==> config.mk <==
export PLATFORM = sky130hd
export DESIGN_NAME = pc_stall_monitor
export DESIGN_NICKNAME = d
export VERILOG_FILES = /design/src/rtl/pcmon_pkg.sv /design/src/rtl/pcmon_chan.sv /design/src/rtl/pc_stall_monitor.sv
export SDC_FILE = /design/constraint.sdc
export NUM_CORES = 1
export LEC_CHECK = 0
export ABC_CLOCK_PERIOD_IN_PS = 3400
export BUFFER_PORTS_ARGS = -buffer_cell sky130_fd_sc_hd__buf_2
export CORE_UTILIZATION = 30
export DETAILED_ROUTE_END_ITERATION = 6
export RECOVER_POWER = 100
export SETUP_SLACK_MARGIN = 0.3
export SYNTH_ARGS = -nofsm -noshare
export SYNTH_HDL_FRONTEND = slang
export SYNTH_SLANG_ARGS = --single-unit
==> constraint.sdc <==
create_clock -name clk -period 3.4 [get_ports clk]
set_input_delay 0.17 -clock clk [delete_from_list [all_inputs] [get_ports clk]]
set_output_delay 0.17 -clock clk [all_outputs]
set_load 0.02 [all_outputs]
==> src/rtl/pcmon_pkg.sv <==
// ---------------------------------------------------------------------------
// pcmon_pkg
// Shared types and constants for the program-counter stall monitor.
//   pcmon_state_t    : per-channel watchdog state (IDLE / TRACK / ALARM)
//   PCMON_THRESH_DEF : suggested default stall threshold in qualified cycles
//   PCMON_TS_W       : width of the optional first-alarm timestamp
// ---------------------------------------------------------------------------
package pcmon_pkg;

    typedef enum logic [1:0] {
        PCMON_IDLE  = 2'd0,
        PCMON_TRACK = 2'd1,
        PCMON_ALARM = 2'd2
    } pcmon_state_t;

    localparam int PCMON_THRESH_DEF = 25;
    localparam int PCMON_TS_W       = 32;

endpackage

==> src/rtl/pcmon_chan.sv <==
// ---------------------------------------------------------------------------
// pcmon_chan
// One watchdog channel: remembers the last PC seen and counts consecutive
// qualified cycles on which the PC stays the same. It flags a hit on the
// cycle whose next count reaches the threshold.
// Ports:
//   clk, res_n    : CPU clock, asynchronous active-low reset
//   upd_i         : qualified cycle (global enable AND channel valid)
//   pc_i          : this channel's program counter
//   thresh_i      : stall threshold, 0 disables detection
//   clear_i       : returns an alarmed channel to TRACK with count 0
//   hit_o         : combinational, channel alarms on the coming edge
//   strobe_o      : registered one-cycle pulse on the alarming edge
//   alarm_o       : registered sticky alarm (state is ALARM)
//   alarm_nxt_o   : alarm state the channel takes on the coming edge
// ---------------------------------------------------------------------------
module pcmon_chan
    import pcmon_pkg::*;
#(
    parameter int PC_W     = 16,
    parameter int THRESH_W = 16
) (
    input  logic                clk,
    input  logic                res_n,
    input  logic                upd_i,
    input  logic [PC_W-1:0]     pc_i,
    input  logic [THRESH_W-1:0] thresh_i,
    input  logic                clear_i,
    output logic                hit_o,
    output logic                strobe_o,
    output logic                alarm_o,
    output logic                alarm_nxt_o
);

    pcmon_state_t        state;
    pcmon_state_t        state_nxt;
    logic [PC_W-1:0]     sample;
    logic [PC_W-1:0]     sample_nxt;
    logic [THRESH_W-1:0] cnt;
    logic [THRESH_W-1:0] cnt_nxt;
    logic [THRESH_W-1:0] cnt_inc;
    logic                hit;

    always_ff @(posedge clk or negedge res_n) begin
        if (!res_n) begin
            state    <= PCMON_IDLE;
            sample   <= '0;
            cnt      <= '0;
            strobe_o <= 1'b0;
        end else begin
            state    <= state_nxt;
            sample   <= sample_nxt;
            cnt      <= cnt_nxt;
            strobe_o <= hit;
        end
    end

    // ALARM keeps tracking like TRACK so the count stays meaningful, but
    // only a TRACK channel can produce a new hit. Clear only touches
    // channels already in ALARM, so a same-edge hit from TRACK still wins.
    always_comb begin
        cnt_inc    = (cnt == {THRESH_W{1'b1}}) ? cnt : cnt + THRESH_W'(1);
        state_nxt  = state;
        sample_nxt = sample;
        cnt_nxt    = cnt;
        hit        = 1'b0;
        if (upd_i) begin
            if (state == PCMON_IDLE) begin
                sample_nxt = pc_i;
                cnt_nxt    = '0;
                state_nxt  = PCMON_TRACK;
            end else begin
                if (pc_i == sample) begin
                    cnt_nxt = cnt_inc;
                end else begin
                    sample_nxt = pc_i;
                    cnt_nxt    = '0;
                end
                if ((state == PCMON_TRACK) && (thresh_i != '0) && (cnt_nxt >= thresh_i)) begin
                    hit       = 1'b1;
                    state_nxt = PCMON_ALARM;
                end
            end
        end
        if (clear_i && (state == PCMON_ALARM)) begin
            state_nxt = PCMON_TRACK;
            cnt_nxt   = '0;
        end
    end

    always_comb begin
        hit_o       = hit;
        alarm_o     = (state == PCMON_ALARM);
        alarm_nxt_o = (state_nxt == PCMON_ALARM);
    end

endmodule

==> src/rtl/pc_stall_monitor.sv <==
// ---------------------------------------------------------------------------
// pc_stall_monitor
// Program-counter stall watchdog for CH channels. Each channel raises a
// one-cycle strobe and a sticky alarm when its PC has been held for
// thresh_i qualified cycles; the PC and channel of the first alarm are
// captured for post-mortem readout.
// Ports:
//   clk, res_n   : CPU clock, asynchronous active-low reset
//   en_i         : global enable, low freezes all channels
//   pc_i         : packed PCs, channel c at [c*PC_W +: PC_W]
//   valid_i      : per-channel qualifier, low freezes that channel
//   thresh_i     : stall threshold, 0 disables detection
//   clear_i      : clears alarms and capture registers
//   strobe_o     : per-channel threshold-reached pulse
//   alarm_o      : per-channel sticky alarm
//   alarm_any_o  : OR of all alarms
//   stall_pc_o   : PC of the first alarmed channel
//   stall_ch_o   : index of the first alarmed channel
//   stall_ts_o   : cycle timestamp of the first alarm
// Build option: define PCMON_TIMESTAMP_EN to add the free-running cycle
// counter and the stall_ts_o port.
// ---------------------------------------------------------------------------
module pc_stall_monitor
    import pcmon_pkg::*;
#(
    parameter int PC_W     = 16,
    parameter int CH       = 1,
    parameter int THRESH_W = 16,
    parameter int CH_W     = (CH > 1 ? $clog2(CH) : 1)
) (
    input  logic                 clk,
    input  logic                 res_n,
    input  logic                 en_i,
    input  logic [CH*PC_W-1:0]   pc_i,
    input  logic [CH-1:0]        valid_i,
    input  logic [THRESH_W-1:0]  thresh_i,
    input  logic                 clear_i,
    output logic [CH-1:0]        strobe_o,
    output logic [CH-1:0]        alarm_o,
    output logic                 alarm_any_o,
    output logic [PC_W-1:0]      stall_pc_o,
    output logic [CH_W-1:0]      stall_ch_o
`ifdef PCMON_TIMESTAMP_EN
    ,
    output logic [PCMON_TS_W-1:0] stall_ts_o
`endif
);

    logic [CH-1:0]   hit;
    logic [CH-1:0]   alarm_nxt;
    logic [PC_W-1:0] sel_pc;
    logic [CH_W-1:0] sel_ch;
    logic            capture;

    for (genvar c = 0; c < CH; c++) begin : g_chan
        pcmon_chan #(
            .PC_W     (PC_W),
            .THRESH_W (THRESH_W)
        ) u_chan (
            .clk         (clk),
            .res_n       (res_n),
            .upd_i       (en_i & valid_i[c]),
            .pc_i        (pc_i[c*PC_W +: PC_W]),
            .thresh_i    (thresh_i),
            .clear_i     (clear_i),
            .hit_o       (hit[c]),
            .strobe_o    (strobe_o[c]),
            .alarm_o     (alarm_o[c]),
            .alarm_nxt_o (alarm_nxt[c])
        );
    end

    // Descending scan so the lowest hitting channel is the last to assign.
    always_comb begin
        sel_pc = '0;
        sel_ch = '0;
        for (int c = CH - 1; c >= 0; c--) begin
            if (hit[c]) begin
                sel_pc = pc_i[c*PC_W +: PC_W];
                sel_ch = CH_W'(c);
            end
        end
    end

    // Capture only the first alarm; a same-edge clear makes the slot free.
    assign capture = (!alarm_any_o || clear_i) && (hit != '0);

    always_ff @(posedge clk or negedge res_n) begin
        if (!res_n) begin
            alarm_any_o <= 1'b0;
            stall_pc_o  <= '0;
            stall_ch_o  <= '0;
        end else begin
            alarm_any_o <= |alarm_nxt;
            if (capture) begin
                stall_pc_o <= sel_pc;
                stall_ch_o <= sel_ch;
            end else if (clear_i) begin
                stall_pc_o <= '0;
                stall_ch_o <= '0;
            end
        end
    end

`ifdef PCMON_TIMESTAMP_EN
    logic [PCMON_TS_W-1:0] ts_cnt;

    // The stored stamp is the value the counter takes on the alarming edge.
    always_ff @(posedge clk or negedge res_n) begin
        if (!res_n) begin
            ts_cnt     <= '0;
            stall_ts_o <= '0;
        end else begin
            ts_cnt <= ts_cnt + 32'd1;
            if (capture) begin
                stall_ts_o <= ts_cnt + 32'd1;
            end else if (clear_i) begin
                stall_ts_o <= '0;
            end
        end
    end
`else
    // No timestamp hardware in this build.
`endif

endmodule

==> flow_summary.yaml, run 1 <==
run_status:
  status: "finished, final reports clean"
sta:
  max_freq_mhz: 319
  setup_violations: 0
  fin_crit_sh: 0.923
  tightestPinTransition_ns: 1.28
  tns_ns: 0
  maxSlewViolCount: 0
  slew_headroom: 0.146
  period_needed_ns: 3.14
  hold_viol: 0
  fin_skew_ns: 0.00708
  rsz0062_at_grt: "yes"
worst_hold_path:
  min_to: "stall_pc_o[12]"
  hp-class: "in2reg"
  hold_depth: 3
  min_from: "pc_i[12]"
setup_path:
  r2r_start: "g_chan[0].u_chan.cnt[7]"
  reg2reg_to: "stall_pc_o[2]"
  startpoint_type: "flip-flop"
  rr_worst_depth: 11
  worstPathRequired_ns: 3.61
  slowest_stage: "or3_4"
  endpoint_kind: "flip-flop"
  slowest_delay_ns: 0.46
  cp_cell_sequence: "nand4_4 > or3_4 > nor2_4 > xnor2_2 > nand2b_4 > ha_4 > nand2b_1 > a2111o_1 > a32o_2 > o211a_4 > o32ai_1"
  crit_path_max_fanout: 8
  rrSetupSlack_ns: 0.26
  path_class: "reg2reg"
  cp.arrival_ns: 3.35
clocking:
  h-tree-depth: 2
  cts_max_path_buffers: 2
  clk_pin_slew_worst_paths_ns: 0.10
  root_buffer: "clkbuf_8"
  cts_tree: "built"
  cts.sinks: 52
  cts_buffers: 5
  clk_latency_ns: 0.30
synth:
  netlist_top_cells_count: "inv_1, dfrtp_1, nor2_1"
  synth_edf_count: 0
  ys_async_sr_fraction: 1.00
  synth_area_leaders: "dfrtp_1, ha_1, inv_1"
  synth.top_cell.area_share: 0.387
  syn_nets: 410
  yosysMostFrequentCell: "inv_1"
  yosysTopAreaCell: "dfrtp_1"
  syn-cell-area_um2: 3360
  ys_warn_count: 0
  synth_cells: 356
  syn_area_per_cell_um2: 9.44
  yosysUniqueCellTypes: 54
  synth_flop_cell: "dfrtp_1"
  ys_seq_elements: 52
  synth_seq_area_share: 0.387
global_route:
  overflow: 0
  grt_busiest_layer: "met2"
  grt_max_degree: 31
  grtUsageMet3: 0.0291
  antenna_found_initial: 0
  grt_pass1_wl_um: 14500
  grt_use_total: 0.157
  met2_usage: 0.258
  use_met1: 0.215
  grt_pass1_vias: 2981
power_and_ir_drop:
  p_int_mw: 0.889
  clkPwrFrac: 0.307
  share_seq_of_total_power: 0.549
  pwr-share-comb: 0.144
  power.total_mw: 1.21
  p_sw_mw: 0.323
  switching_share: 0.267
  vdd_drop_max_mv: 0.196
  power_per_cell_area_nw_per_um2: 283
  power.leakage_nw: 1.88
final_layout:
  drive_gt1_frac: 0.306
  n_antenna_cell: 0
  layout.nets: 487
  area_growth_pct: 27.7
routing:
  vias: 2967
  drt_iter0_markers: 190
  first_pass_iters: 4
  avgRoutedWirePerCell_um: 15.0
  drc: 0
  avgViaCountPerCell: 5.17
  drt_wl_total_um: 8620
  ant_nets: 0
die:
  core_area_um2: 10900
  ios: 57
  die_area_um2: 11600
  die_h_um: 108
  die-width_um: 108
  rows: 38
  initial_core_util: 0.309
placed_design:
  place.gp.congestion: 0.783
  hpwlAfterDp_um: 6180
  numPortBuffers: 55
job:
  cap_violations: 0
## critical path, delay by kind of cell, from the launching register on
| kind | cells | cell delay, ns |
|---|---|---|
| AO/OA/AOI/OAI | 4 | 1.24 |
| flip-flops | 1 | 0.40 |
| XOR/XNOR | 1 | 0.16 |
| AND/OR/NAND/NOR | 5 | 1.01 |
| adder cells (fa/ha/maj) | 1 | 0.20 |
## power by group through the flow
stage               clock, mW  combinational, mW  sequential [mW]
CTS                     0.385              0.172            0.666
global route            0.400              0.196            0.670
global placement            0              0.157            0.677
floorplan                   0             0.0976            0.675
detailed placement          0              0.161            0.678
finish                  0.372              0.175            0.666
## routing by layer
| metal | wire, µm | part of all wire | up-vias |
|---|---|---|---|
| li1 | - | - | 1449 |
| met1 | 4030 | 0.47 | 1401 |
| met2 | 4020 | 0.47 | 108 |
| met3 | 493 | 0.057 | 9 |
| met4 | 76 | 0.0088 | 0 |
| met5 | 0 | 0 | - |
## metrics by stage
step           area [µm²]  utilization  hold WS [ns]  setup WS [ns]  cells
2_1_floorplan        3510            -        -0.126          0.308    356
3_3_place_gp         3980        0.366         0.177         0.0732    549
3_5_place_dp         3980        0.366         0.187        0.00532    549
4_1_cts              4310        0.396         0.117          0.244    574
5_1_grt              4290        0.394         0.132         0.0803    574
6_report             4290        0.394         0.133          0.262    574
## flip-flops by register name (all words and copies together), names as in the netlist
name and count:
alarm_any_o 1, stall_pc_o 16, g_chan.u_chan.sample 16, g_chan.u_chan.strobe_o 1, g_chan.u_chan.cnt 16, g_chan.u_chan.state 2
## layout make-up
class,count,area [µm²]
timing repair buffer,85,482
clock inverter,1,7.51
tap,140,175
multi-input combinational,235,2030
fill,1069,6600
sequential,52,1310
inverter,54,203
clock buffer,7,86.3
## cell usage in the layout, fill, tap and decap left out, types with 3 or more instances in the layout
cell type,count
ha_1,16
o32ai_2,14
nand2_1,17
o31ai_1,5
mux2_2,16
dfrtp_1,46
a21o_1,3
o21bai_1,3
o21a_1,7
nor4_2,3
xnor2_1,8
buf_2,36
inv_1,54
a31oi_1,3
o22a_1,4
nand4_1,6
nand3_1,5
nand2b_1,3
a21oi_1,12
xor2_1,17
nor4_1,13
o21ai_0,4
o311ai_0,7
clkbuf_1,22
dfrtp_2,6
nor3_1,6
nor2_1,17
o21ai_1,3
clkbuf_8,6
buf_4,23
## worst max path at each step
stage | startpoint | endpoint
detailed placement | g_chan[0].u_chan.cnt[7] | stall_pc_o[3]
CTS | g_chan[0].u_chan.sample[8] | stall_pc_o[0]
floorplan | g_chan[0].u_chan.sample[13] | stall_pc_o[10]
finish | g_chan[0].u_chan.cnt[7] | stall_pc_o[2]
global route | g_chan[0].u_chan.cnt[4] | stall_pc_o[3]
global placement | g_chan[0].u_chan.cnt[7] | g_chan[0].u_chan.state[1]
## cells by family (layout without fill, tap and decap cells)
group           after synthesis  count (layout)  share of synthesized area
flops                        52              52                      0.387
compound gates               82              83                      0.187
fa+ha+maj                    17              17                     0.0633
simple gates                 92              92                      0.157
other cells                   1               1                    0.00112
buf+inv                      70             147                     0.0834
mux                          16              16                     0.0536
xor+xnor                     26              26                     0.0678
## repair_timing
action                     in CTS  in global routing
cloned                          2                  0
pin swaps                       3                  9
hold endpoints to repair       22                  0
resized for setup              17                 14
setup endpoints to repair      20                 20
setup buffers                  14                  0
hold buffers                    1                  0
No activity file was read; power rests on OpenSTA's default activity.
==> run 2: changes to the inputs <==
--- a/config.mk
+++ b/config.mk
@@ -7,8 +7,12 @@
 export LEC_CHECK = 0
 export ABC_CLOCK_PERIOD_IN_PS = 3400
 export BUFFER_PORTS_ARGS = -buffer_cell sky130_fd_sc_hd__buf_2
+export CELL_PAD_IN_SITES_DETAIL_PLACEMENT = 1
+export CELL_PAD_IN_SITES_GLOBAL_PLACEMENT = 1
 export CORE_UTILIZATION = 30
+export CTS_CLUSTER_SIZE = 10
 export DETAILED_ROUTE_END_ITERATION = 6
+export PLACE_DENSITY_LB_ADDON = 0.1
 export RECOVER_POWER = 100
 export SETUP_SLACK_MARGIN = 0.3
 export SYNTH_ARGS = -nofsm -noshare
==> run 2 against run 1 <==
The flow now finishes with violations (capacitance limit, slew limit). Worst setup slack worse by 0.073 ns. Combinational power about the same. Highest routed layer unchanged. Clock skew up 0.0016 ns. Critical endpoint is now stall_pc_o[10].
==> flow_summary.yaml, run 2 (synthesis results as in run 1) <==
run_status:
  violations: "capacitance limit, slew limit"
  status: "finished, violations left"
routing:
  avgViaCountPerCell: 5.19
  drc: 0
  ant_nets: 0
  drt_wl_total_um: 9850
  drt_iter0_markers: 74
  first_pass_iters: 4
  avgRoutedWirePerCell_um: 16.8
  vias: 3040
sta:
  fin_crit_sh: 0.944
  tns_ns: 0
  rsz0062_at_grt: "yes"
  maxSlewViolCount: 30
  hold_viol: 0
  period_needed_ns: 3.21
  fin_skew_ns: 0.00866
  slew_headroom: -0.152
  hold_slack_ns: 0.103
  fin_ws_ns: 0.189
  tightestPinTransition_ns: 1.73
  max_freq_mhz: 311
  setup_violations: 0
global_route:
  antenna_found_initial: 0
  overflow: 0
  grt_pass1_wl_um: 16300
  grt_use_total: 0.181
  grt_max_degree: 30
  grt_pass1_vias: 3157
power_and_ir_drop:
  power_per_cell_area_nw_per_um2: 278
  share_seq_of_total_power: 0.538
  switching_share: 0.293
  power.total_mw: 1.24
  power.leakage_nw: 1.96
  p_sw_mw: 0.363
  p_int_mw: 0.875
  clkPwrFrac: 0.320
  vdd_drop_max_mv: 0.141
  pwr-share-comb: 0.142
die:
  die_area_um2: 11600
  core_area_um2: 10900
  ios: 57
  die_h_um: 108
  initial_core_util: 0.309
  rows: 38
  die-width_um: 108
clocking:
  cts_buffers: 5
  clk_pin_slew_worst_paths_ns: 0.11
  cts.sinks: 52
  root_buffer: "clkbuf_8"
  cts_max_path_buffers: 2
  clk_latency_ns: 0.33
  h-tree-depth: 2
  cts_tree: "built"
placed_design:
  pre_cts_ws_ns: 0.0135
  numPortBuffers: 55
  place.gp.congestion: 0.782
  postPlaceCellArea_um2: 4020
  dp_cells: 554
  hpwlAfterDp_um: 7010
final_layout:
  utilization: 0.410
  layout.nets: 499
  area_growth_pct: 32.7
  reg_top3: "g_chan.u_chan.cnt x16, g_chan.u_chan.sample x16, stall_pc_o x16"
  fin_area_um2: 4460
  final-instance-count-excl-fill: 586
  n_fill_cell: 1270
  ff_latch_area_um2: 1310
  n_antenna_cell: 0
  layout_commonest_cell: "inv_1"
  mostFrequentLayoutCells: "inv_1, dfrtp_1, buf_2, buf_4, clkbuf_1"
  drive_gt1_frac: 0.336
  multi_input_area_um2: 2060
setup_path:
  startpoint_type: "flip-flop"
  crit_path_max_fanout: 12
  worstPathRequired_ns: 3.63
  path_class: "reg2reg"
  reg2reg_to: "stall_pc_o[10]"
  r2r_start: "g_chan[0].u_chan.sample[11]"
  endpoint_kind: "flip-flop"
  rrSetupSlack_ns: 0.19
  rr_worst_depth: 13
  critPathLaunch: "g_chan[0].u_chan.sample[11]"
  cp.arrival_ns: 3.45
worst_hold_path:
  hp-class: "in2reg"
  min_from: "pc_i[10]"
  hold_depth: 3
  min_to: "stall_pc_o[10]"
job:
  cap_violations: 1
==> run 2: cell types whose count changed in the layout (fill, tap and decap cells not counted), sizes merged <==
| cell | previous run | this run |
|---|---|---|
| inv | 54 | 55 |
| clkbuf | 29 | 31 |
| clkinvlp | 1 | 2 |
| o211a | 2 | 1 |
| buf | 62 | 71 |
==> run 2: repair_timing <==
| item | in CTS | in global routing |
|---|---|---|
| endpoints found under the setup margin | 20 | 20 |
| buffers inserted | 18 | 4 |
| gates cloned | 1 | 0 |
| resized for setup | 19 | 16 |
| hold endpoints to repair | 28 | 0 |
| hold buffers | 1 | 0 |
| pin swaps | 7 | 7 |
==> run 2: power by group through the flow <==
stage / clock network (mW) / logic [mW] / registers [mW]
after floorplan: 0 / 0.0976 / 0.675
after global placement: 0 / 0.164 / 0.677
after detailed placement: 0 / 0.168 / 0.678
after CTS: 0.417 / 0.179 / 0.666
after global routing: 0.440 / 0.197 / 0.670
final: 0.396 / 0.176 / 0.666
==> run 2: cell type report <==
| cell class | count | share of cell area |
|---|---|---|
| Clock inverter | 3 | 0.00589 |
| Inverter | 54 | 0.0454 |
| Clock buffer | 5 | 0.0154 |
| Timing Repair Buffer | 98 | 0.138 |
| Tap cell | 140 | 0.0393 |
| Sequential cell | 52 | 0.293 |
| Multi-Input combinational cell | 234 | 0.463 |
==> run 2: worst max-delay path by stage <==
stage / to / slack (ns) / cells after the start
6_report: stall_pc_o[10] / 0.19 / 13
5_1_grt: stall_pc_o[14] / 0.05 / 14
4_1_cts: stall_pc_o[7] / 0.19 / 13
3_5_place_dp: stall_pc_o[1] / 0.01 / 11
3_3_place_gp: stall_pc_o[4] / 0.08 / 11
2_1_floorplan: stall_pc_o[10] / 0.31 / 12
==> run 2: metal layers <==
metal | global-route usage | up-vias | wire length [µm]
li1 | - | 1458 | -
met1 | 0.242 | 1525 | 4750
met2 | 0.295 | 50 | 4620
met3 | 0.0387 | 7 | 358
met4 | 0.0440 | 0 | 112
met5 | 0 | - | 0
==> run 2: worst max-delay path: stages, from the launching register on <==
cell and delay (ns):
dfrtp_1 0.40, xor2_1 0.16, nor4_2 0.30, clkbuf_1 0.19, nand4_4 0.13, buf_12 0.18
nand2b_4 0.14, ha_4 0.20, nand2b_4 0.13, a2111o_1 0.38, a32o_2 0.28, o211a_4 0.26
buf_12 0.15, o32ai_1 0.21
